$ cat src/rtl/jtag_mailbox.sv
// Bridges a JTAG-register command/status pair onto a valid/ready bus, one transfer per new tag.
// Optional bus wait limit enabled by defining JTAG_MAILBOX_TIMEOUT_EN.
module jtag_mailbox #(
  parameter int DATA_WIDTH     = 32,
  parameter int ADDR_WIDTH     = 16,
  parameter int TIMEOUT_CYCLES = 1024
) (
  input  logic                  iMAIN_CLK,
  input  logic                  iRESET,
  input  logic [ADDR_WIDTH+8:0] iCMD,
  input  logic [DATA_WIDTH-1:0] iWDATA,
  output logic [15:0]           oSTATUS,
  output logic [DATA_WIDTH-1:0] oRDATA,
  output logic                  oBUS_VALID,
  input  logic                  iBUS_READY,
  output logic                  oBUS_WE,
  output logic [ADDR_WIDTH-1:0] oBUS_ADDR,
  output logic [DATA_WIDTH-1:0] oBUS_WDATA,
  input  logic [DATA_WIDTH-1:0] iBUS_RDATA
);

  typedef enum logic {IDLE, REQ} state_e;

  state_e                state_q, state_d;
  logic [ADDR_WIDTH+8:0] cmd_q;
  logic                  vld_q, vld_d;
  logic                  we_q, we_d;
  logic [ADDR_WIDTH-1:0] addr_q, addr_d;
  logic [DATA_WIDTH-1:0] wdata_q, wdata_d;
  logic [DATA_WIDTH-1:0] rdata_q, rdata_d;
  logic [7:0]            tag_q, tag_d;
  logic [7:0]            done_tag_q, done_tag_d;
  logic                  error;
  logic                  new_cmd;
  logic                  xfer_done;
  logic                  timeout;

  // A command counts only once it has been stable for a full cycle, so a
  // JTAG update that lands mid-shift is never half-sampled.
  assign new_cmd   = (state_q == IDLE) && (iCMD == cmd_q)
                     && (iCMD[ADDR_WIDTH+8 -: 8] != done_tag_q);
  assign xfer_done = (state_q == REQ) && iBUS_READY;

`ifdef JTAG_MAILBOX_TIMEOUT_EN
  localparam int CNT_W = (TIMEOUT_CYCLES > 1) ? $clog2(TIMEOUT_CYCLES) : 1;
  logic [CNT_W-1:0] cnt_q, cnt_d;
  logic             error_q, error_d;

  assign timeout = (state_q == REQ) && !iBUS_READY
                   && (cnt_q == CNT_W'(TIMEOUT_CYCLES - 1));
  assign error   = error_q;

  always_comb begin
    cnt_d   = '0;
    error_d = error_q;
    if (state_q == REQ && !iBUS_READY && !timeout) cnt_d = cnt_q + 1'b1;
    if (xfer_done) error_d = 1'b0;
    if (timeout)   error_d = 1'b1;
  end

  always_ff @(posedge iMAIN_CLK) begin
    if (iRESET) begin
      cnt_q   <= '0;
      error_q <= 1'b0;
    end else begin
      cnt_q   <= cnt_d;
      error_q <= error_d;
    end
  end
`else
  assign timeout = 1'b0;
  assign error   = 1'b0;
`endif

  always_ff @(posedge iMAIN_CLK) begin
    if (iRESET) state_q <= IDLE;
    else        state_q <= state_d;
  end

  always_comb begin
    state_d = state_q;
    case (state_q)
      IDLE:    if (new_cmd) state_d = REQ;
      REQ:     if (xfer_done || timeout) state_d = IDLE;
      default: state_d = IDLE;
    endcase
  end

  always_comb begin
    vld_d      = (state_d == REQ);
    we_d       = we_q;
    addr_d     = addr_q;
    wdata_d    = wdata_q;
    rdata_d    = rdata_q;
    tag_d      = tag_q;
    done_tag_d = done_tag_q;
    if (new_cmd) begin
      we_d    = iCMD[ADDR_WIDTH];
      addr_d  = iCMD[ADDR_WIDTH-1:0];
      wdata_d = iWDATA;
      tag_d   = iCMD[ADDR_WIDTH+8 -: 8];
    end
    if (xfer_done) begin
      done_tag_d = tag_q;
      if (!we_q) rdata_d = iBUS_RDATA;
    end
    if (timeout) done_tag_d = tag_q;
  end

  always_ff @(posedge iMAIN_CLK) begin
    if (iRESET) begin
      cmd_q      <= '0;
      vld_q      <= 1'b0;
      we_q       <= 1'b0;
      addr_q     <= '0;
      wdata_q    <= '0;
      rdata_q    <= '0;
      tag_q      <= '0;
      done_tag_q <= '0;
    end else begin
      cmd_q      <= iCMD;
      vld_q      <= vld_d;
      we_q       <= we_d;
      addr_q     <= addr_d;
      wdata_q    <= wdata_d;
      rdata_q    <= rdata_d;
      tag_q      <= tag_d;
      done_tag_q <= done_tag_d;
    end
  end

  assign oSTATUS    = {done_tag_q, 6'b0, error, state_q == REQ};
  assign oRDATA     = rdata_q;
  assign oBUS_VALID = vld_q;
  assign oBUS_WE    = we_q;
  assign oBUS_ADDR  = addr_q;
  assign oBUS_WDATA = wdata_q;

endmodule

$ cat config.mk
export PLATFORM = sky130hd
export DESIGN_NAME = jtag_mailbox
export DESIGN_NICKNAME = d
export VERILOG_FILES = /design/src/rtl/jtag_mailbox.sv
export SDC_FILE = /design/constraint.sdc
export NUM_CORES = 1
export LEC_CHECK = 0
export CAP_MARGIN = 5
export CELL_PAD_IN_SITES_DETAIL_PLACEMENT = 0
export CELL_PAD_IN_SITES_GLOBAL_PLACEMENT = 1
export CORE_UTILIZATION = 32
export CTS_CLUSTER_DIAMETER = 200
export DETAILED_ROUTE_END_ITERATION = 6
export GPL_ROUTABILITY_DRIVEN = 1
export PLACE_DENSITY_LB_ADDON = 0.1
export SKIP_LAST_GASP = 1
export SYNTH_ARGS = -nofsm -noshare
export SYNTH_HDL_FRONTEND = slang
export SYNTH_SLANG_ARGS = --single-unit
$ cat constraint.sdc
create_clock -name iMAIN_CLK -period 2.14 [get_ports iMAIN_CLK]
set_input_delay 0.321 -clock iMAIN_CLK [delete_from_list [all_inputs] [get_ports iMAIN_CLK]]
set_output_delay 0.321 -clock iMAIN_CLK [all_outputs]
set_load 0.005 [all_outputs]
# Word level (Yosys, flattened, before mapping)
# Index checks and enable logic that the tools add are counted.
# totals
mem_count	0
inputBits	92
regBits	123
wordCells	19
output_inout_bits	98
latch_bits	0
ram_bits	0
mem_bits_ro	0
# classes
n_div	0
order_cmp	0
n_mul	0
addsub	0
bitwise	2
shifts	0
n_mux	3
eq_ne	2
n_reduce_logical	4
# op_table
cell	n
== test 25 bit	1
!= test 8 bit	1
logical AND 1 bit	3
2-to-1 mux 1 bit	2
inverter 1 bit	2
one-hot mux 1 bit (2 select lines)	1
AND reduction 2 bit	1

# Depth between registers and ports, before layout
# Gate-level depths: netlist (run 1).
# logic_depth
word_depth	5
mapped_depth	7
ltp_nobuf	5

# Worst setup path before layout (run 1)
# No wires, ideal clock.
# synth_timing
path_type	input to register
from	input port iCMD[23]
to	register addr_q[10], in the netlist oBUS_ADDR[10]
slack_ns	0.331
required_ns	2.017
path_stages	6
arrival_time_ns	1.685
n_path_buf	1
setup_time_ns	0.123
cell_sequence	xor2_1 -> nor4_1 -> nand4_1 -> a211oi_2 -> buf_2 -> mux2_1
# synth_between
elab_chain_cells	3
elab_cells_between_ends	4
classes_between	eq/ne: 2; reduce/logical: 2
# synth_lines
element	line_no	rtl
from (decl)	10	input logic [ADDR_WIDTH+8:0] iCMD,
== test 25 bit	40	assign new_cmd = (state_q == IDLE) && (iCMD == cmd_q)
logical AND 1 bit	40	
logical AND 1 bit *	41	&& (iCMD[ADDR_WIDTH+8 -: 8] != done_tag_q);
to (signal assigned)	124	addr_q <= addr_d;
to (decl)	28	logic [ADDR_WIDTH-1:0] addr_q, addr_d;
# Mark *: on every way between the ends. The rest lies on a longest branch, timed or not.
# A chain may end at the register's enable or synchronous reset.

# Final worst setup path (run 1)
# layout_timing
from	input port iCMD[19]
to	register addr_q[4], in the netlist oBUS_ADDR[4]
# Same word-level chain as after synthesis.

==> summary.txt, run 1 <==
Layout
  • Share of cells above drive strength 1: 0.1008
  • Layout Nets: roughly 790
  • Commonest non-fill, non-tap cell in the layout: clkdlybuf4s50_1
  • Final core utilization: 0.5316
  • Fill cell count: 1,343
  • Final cell count without fillers: 899
  • Cell area after layout: between 7000 and 8000 um2
  • Area growth, synth to finish: 60.01%
  • Leading cell types in the layout, fill and taps excluded: clkdlybuf4s50_1 (166), dfxtp_1 (123), nand2_1 (73), nand2b_1 (64), nor2b_1 (51)

Setup path
  • Worst Path Arrival: 2370 ps
  • Cells on worst reg2reg path: 8
  • CP required: 2430 ps
  • Startpoint Class: input port
  • Worst r2r dst: oBUS_ADDR[4]
  • Flop-to-flop setup slack: 80 ps
  • Reg2reg start: cmd_q[5]
  • Kind of end point of the critical path: flop
  • Worst-path fanout max: 8
  • Setup CP Type: input port to flop

STA
  • Setup TNS Final: 0 ps
  • Max_slew headroom: 0.6308
  • Fin crit share: 0.9715
  • Final setup viols: 0
  • Worst-Margin Slew: 548.8 ps
  • Max Clk Rate: 0.4810 GHz
  • Min Tclk post-route: 2079 ps
  • Layout Skew: 5.873 ps
  • Final Hold Vio Count: 0
  • Slew Limit Fails: 0

Synthesis
  • Top_reg_cell synth: dfxtp_1
  • Synth Instances: 505
  • Netlist cell types: 20
  • Mean Syn Cell Area: 9.670 um2
  • Post-synth EDFFs: 0
  • Yosys reg bits: 123
  • Synth area leader: dfxtp_1
  • Synthesized cell area: 4883 um2
  • Yosys top cell area share: 0.5042
  • Sequential element share of the synthesized area: 0.5042
  • Ranking of synthesized cells by area: dfxtp_1 (50%), nand2b_1 (8.2%), mux2i_1 (6.6%)
  • Synth Warn #: 0
  • Ys async rst share: 0

Place
  • Dpl cells: 862
  • Placement Cell Area: 7020 um2
  • DPL Wire Length: 8921 um
  • IO buf count: 182
  • GPL Wtd Cong: 0.7238

GRT
  • Gr usage total: 0.1636
  • Global-route wire length before repair: 20,110 um
  • Initial antenna violation count: 2
  • Largest net degree at the start of global routing: 49
  • Total gr overflow: 0
  • Vias in the first global route: 3,991

Drt
  • Vias per cell: approximately 4.4
  • Routed WL: 12,720 um
  • DRT Pass-1 Iters: 6
  • Drt drc: 10
  • Final ANT Viol Nets: 0
  • Routed vias: 3,966
  • WL/cell: ~14 um
  • Iteration-0 DRC Markers: 113

Power and ir drop
  • Pwr/cell area: 729.2 nW/um2
  • Leak: 3.020 nW
  • VDD IR-drop max: 0.5262 mV

Run status
  • Failing checks: design-rule violations
  • Outcome: finished, violations left

Min path
  • Worst hold path class: input port to flop
  • Hold_sp: iCMD[15]
  • Worst Hold Depth: 2
  • Worst hold endpoint: cmd_q[15]

Clocking
  • Clk sink count: 123
  • Clock latency on the worst-skew pair: 410 ps
  • Clock-pin slew on the worst setup and hold paths: 60 ps
  • Clk root buf: clkbuf_16
  • Longest Clk Path Bufs: 2
  • H-tree Lvls: 4
  • CTS tree: yes
  • CTS Buf Count: 17
  • Hold_buf cts: 0

Flow run
  • Max-cap violations: 0

Die
  • Die Wd: approximately 130 um
  • Die area: roughly 16,000 um2
  • Core area: 14,700 um2
  • Starting Density: 0.3322
  • I/O pins: 190
  • Die height: 125.5 um
  • Cell Rows: 44
==> cell type report <==
cell class	count	area, um2	area share
antenna	1	2.502	0.0003203
sequential	123	2462	0.3151
multi-input combinational	348	2310	0.2956
clock buffer	17	425.4	0.05444
tap	184	230.2	0.02946
timing repair buffer	211	2183	0.2794
clock inverter	15	200.2	0.02562
==> worst max-delay path by stage <==
| stage | startpoint | end | slack, ps | cells after the start |
|---|---|---|---|---|
| final | iCMD[19] | oBUS_ADDR[4] | 60 | 8 |
| after global routing | cmd_q[8] | tag_q[5] | -6 | 8 |
| after CTS | iCMD[16] | oBUS_WDATA[18] | -10 | 9 |
| after detailed placement | iCMD[21] | oBUS_WDATA[18] | -650 | 8 |
| after global placement | iCMD[21] | oBUS_ADDR[11] | -620 | 7 |
| after floorplan | iCMD[23] | oBUS_ADDR[10] | 330 | 6 |
==> Yosys cell counts, drive strengths merged (2+ instances only) <==
library cell    n
a21oi          40
buf            15
clkbuf         25
dfxtp         123
mux2           25
mux2i          32
nand2          73
nand2b         64
nand3           9
nor2            2
nor2b          51
nor4            8
xor2           33
==> where the power goes <==
group	internal [mW]	switching, mW
combinational	0.227	0.143
clock	1.94	1.06
sequential	2.32	0.0106
total	4.49	1.21
==> critical path: stages <==
cell,delay [ps]
clkdlybuf4s50_1,440
xor2_1,210
nor4_1,300
nand4_1,170
a211oi_4,270
buf_6,190
buf_6,150
mux2_1,330
==> metal layers <==
layer  routed length, um  vias to the layer above  global-route usage  part of all wire
met5                  13                        -                   0            0.0010
met4                 220                        2             0.06600             0.017
met3                1133                       18             0.07445             0.089
met2                5829                      131              0.2595              0.46
met1                5526                     1813              0.1914              0.43
li1                    -                     2002                   -                 -
==> cell families after synthesis <==
family | count (synthesis) | synth area share
buffers and inverters | 40 | 0.03997
AOI/OAI and AO/OA | 42 | 0.04561
and+or+nand+nor | 209 | 0.2270
xor gates and xnor gates | 33 | 0.05919
DFF | 123 | 0.5042
other | 1 | 0.0007679
muxes | 57 | 0.1232
==> flip-flops by register name, indices dropped and copies added (netlist names) <==
register,cells
oBUS_WDATA,32
oRDATA,32
cmd_q,25
oBUS_ADDR,16
done_tag_q,8
tag_q,8
oBUS_VALID,1
oBUS_WE,1
==> stage by stage <==
step	hold slack, ps	setup WS [ps]	total power [mW]
final	238.4	61.01	5.698
after global routing	231.1	-6.368	5.901
after detailed placement	448.5	-646.0	2.741
after global placement	441.1	-621.0	2.739
after CTS	346.5	-11.17	5.776
after floorplan	439.0	331.1	2.510
==> timing repair <==
action / in CTS / in global routing
endpoints found under the setup margin: 57 / 57
pin swaps: 1 / 8
gates resized for setup: 1 / 24
gates cloned: 0 / 3
buffers inserted: 0 / 1
(Power assumes the default switching activity.)
==> inputs of run 2 (changes only) <==
==> constraint.sdc (replaced) <==
create_clock -name iMAIN_CLK -period 2.14 [get_ports iMAIN_CLK]
set_input_delay 0.535 -clock iMAIN_CLK [delete_from_list [all_inputs] [get_ports iMAIN_CLK]]
set_output_delay 0.535 -clock iMAIN_CLK [all_outputs]
set_load 0.005 [all_outputs]
==> summary.txt, run 2 (same netlist as run 1, synthesis figures left out) <==
Power and ir drop
  • VDD IR-drop max: 0.4867 mV
  • Leak: approximately 3.0 nW
  • Pwr/cell area: between 700 and 800 nW/um2

Setup path
  • Flop-to-flop setup slack: ~70 ps
  • Worst Path Arrival: 2410 ps
  • CP required: 2440 ps
  • Crit-path slowest cell: nor4_2
  • Cells on worst reg2reg path: 8
  • Worst r2r dst: oBUS_ADDR[10]
  • Worst-path fanout max: 7
  • Max incr delay on CP: 320 ps
  • Reg2reg start: cmd_q[12]
  • Setup CP Type: input port to flop
  • Critical-path cell list: dlygate4sd2_1, xor2_1, nor4_2, buf_4, nand3_2, a211oi_4, buf_6, clkbuf_16, mux2_1
  • Crit path max-delay family: buffers and inverters
  • Startpoint Class: input port
  • Kind of end point of the critical path: flop
  • Critical path buffers and inverters: 4

Layout
  • Multi-input gate area: 2412 um2
  • Area growth, synth to finish: 63.16%
  • Layout Nets: 793
  • Share of cells above drive strength 1: 0.1373
  • Leading cell types in the layout, fill and taps excluded: clkdlybuf4s50_1 (158), dfxtp_1 (122), nand2_1 (73), nand2b_1 (64), nor2b_1 (51)
  • Commonest non-fill, non-tap cell in the layout: clkdlybuf4s50_1
  • FF/Latch Area: 2464 um2
  • Fill cell count: 1,334

STA
  • Final setup viols: 0
  • Setup TNS Final: 0 ps
  • Layout Skew: 5.864 ps
  • Fin crit share: 0.9854
  • Min Tclk post-route: 2109 ps
  • Final Hold Vio Count: 0
  • Final setup margin: 31.31 ps
  • RSZ-0062 raised after global routing: yes
  • Slew Limit Fails: 0
  • Min Hold Slack: approximately 430 ps
  • Max Clk Rate: 0.4742 GHz

Min path
  • Worst hold endpoint: cmd_q[12]
  • Worst Hold Depth: 2
  • Worst hold path class: input port to flop
  • Hold_sp: iCMD[12]

Die
  • Die Wd: 125.5 um
  • Cell Rows: 44
  • Die area: 15,760 um2
  • Core area: 14,700 um2
  • Starting Density: 0.3322
  • Die height: 125.5 um
  • I/O pins: 190

Run status
  • Outcome: finished, violations left
  • Failing checks: design-rule violations

Drt
  • Routed WL: 13,170 um
  • WL/cell: 14.65 um
  • Routed vias: 4,001
  • Final ANT Viol Nets: 0
  • Vias per cell: between 4 and 5
  • Drt drc: 10
  • DRT Pass-1 Iters: 6
  • Iteration-0 DRC Markers: approximately 140

Place
  • GPL Wtd Cong: 0.7165
  • IO buf count: 182
  • Pre-CTS WS: -811.3 ps
  • DPL Wire Length: 8931 um

Clocking
  • Clk root buf: clkbuf_16
  • Clock latency on the worst-skew pair: 410 ps
  • CTS Buf Count: 17
  • Longest Clk Path Bufs: 2
  • H-tree Lvls: 4
  • CTS tree: yes
  • Clock-pin slew on the worst setup and hold paths: 60 ps
  • Clk sink count: 123

Flow run
  • Max-cap violations: 0

GRT
  • Gr usage total: 0.1679
  • Global-route wire length before repair: about 21,000 um
  • Vias in the first global route: 4,145
  • Initial antenna violation count: 2
  • Total gr overflow: 0
  • Largest net degree at the start of global routing: 59
[run 2: cell count changes in the layout (fill, tap and decap cells not counted), moves of 3 or more]
| cell | delta |
|---|---|
| buf_4 | -5 |
| clkdlybuf4s50_1 | -8 |
| clkinvlp_4 | -3 |
| dlygate4sd2_1 | +18 |
| dlymetal6s2s_1 | -13 |
| mux2_1 | -20 |
| mux2_4 | +20 |
[run 2: routing by layer]
layer	share of wire	track usage
met5	0.00099	0
met4	0.015	0.06671
met2	0.48	0.2693
met3	0.085	0.07231
met1	0.42	0.1969
[run 2: through the flow]
stage                     std cells  total power, mW  instance area [um2]    util
final                           899            5.816                 7968  0.5421
after global routing            899            6.049                 7968  0.5421
after detailed placement        859            2.739                 7010  0.4769
after CTS                       893            5.902                 7739  0.5265
after global placement          859            2.737                 7010  0.4769
after floorplan                 511            2.510                 4906       -
[run 2: worst max-delay path by stage]
stage	start	to	slack, ps	depth (start not counted)
after global routing	cmd_q[12]	oBUS_ADDR[10]	-30	8
after floorplan	iCMD[23]	oBUS_ADDR[10]	120	6
after detailed placement	iCMD[16]	oBUS_WDATA[31]	-810	9
after global placement	iCMD[16]	oBUS_WDATA[8]	-710	9
final	iCMD[13]	oBUS_ADDR[10]	30	9
after CTS	iCMD[5]	oBUS_WDATA[14]	-40	10
[run 2: cell type report]
cell class | instances | area share
clock buffers | 18 | 0.05386
repair buffers | 211 | 0.2773
multi-input cells | 348 | 0.3028
diodes | 1 | 0.0003141
clock inverters | 14 | 0.02764
well taps | 184 | 0.02889
flip-flops and latches | 123 | 0.3092
[run 2: where the power goes]
part	switching (mW)	internal (mW)	leakage, nW
clock	1.05	2.07	0.303
combinational	0.146	0.217	1.67
sequential	0.0119	2.32	0.997
total	1.21	4.60	2.97
[run 2: worst register-to-register path: stages, from the launching register on]
cell,delay (ps)
dfxtp_2,320
xor2_2,180
nor4_1,250
buf_4,150
nand4_1,140
a211oi_4,240
buf_6,200
clkbuf_16,180
mux2_1,310
[run 2: timing repair]
action                                  4_1_cts  5_1_grt
setup buffers                                 1        0
cloned                                        1        5
endpoints found under the hold margin         0        0
pin swaps                                    10       10
resized for setup                            34       35
hold buffers                                  0        0
endpoints found under the setup margin       58       56
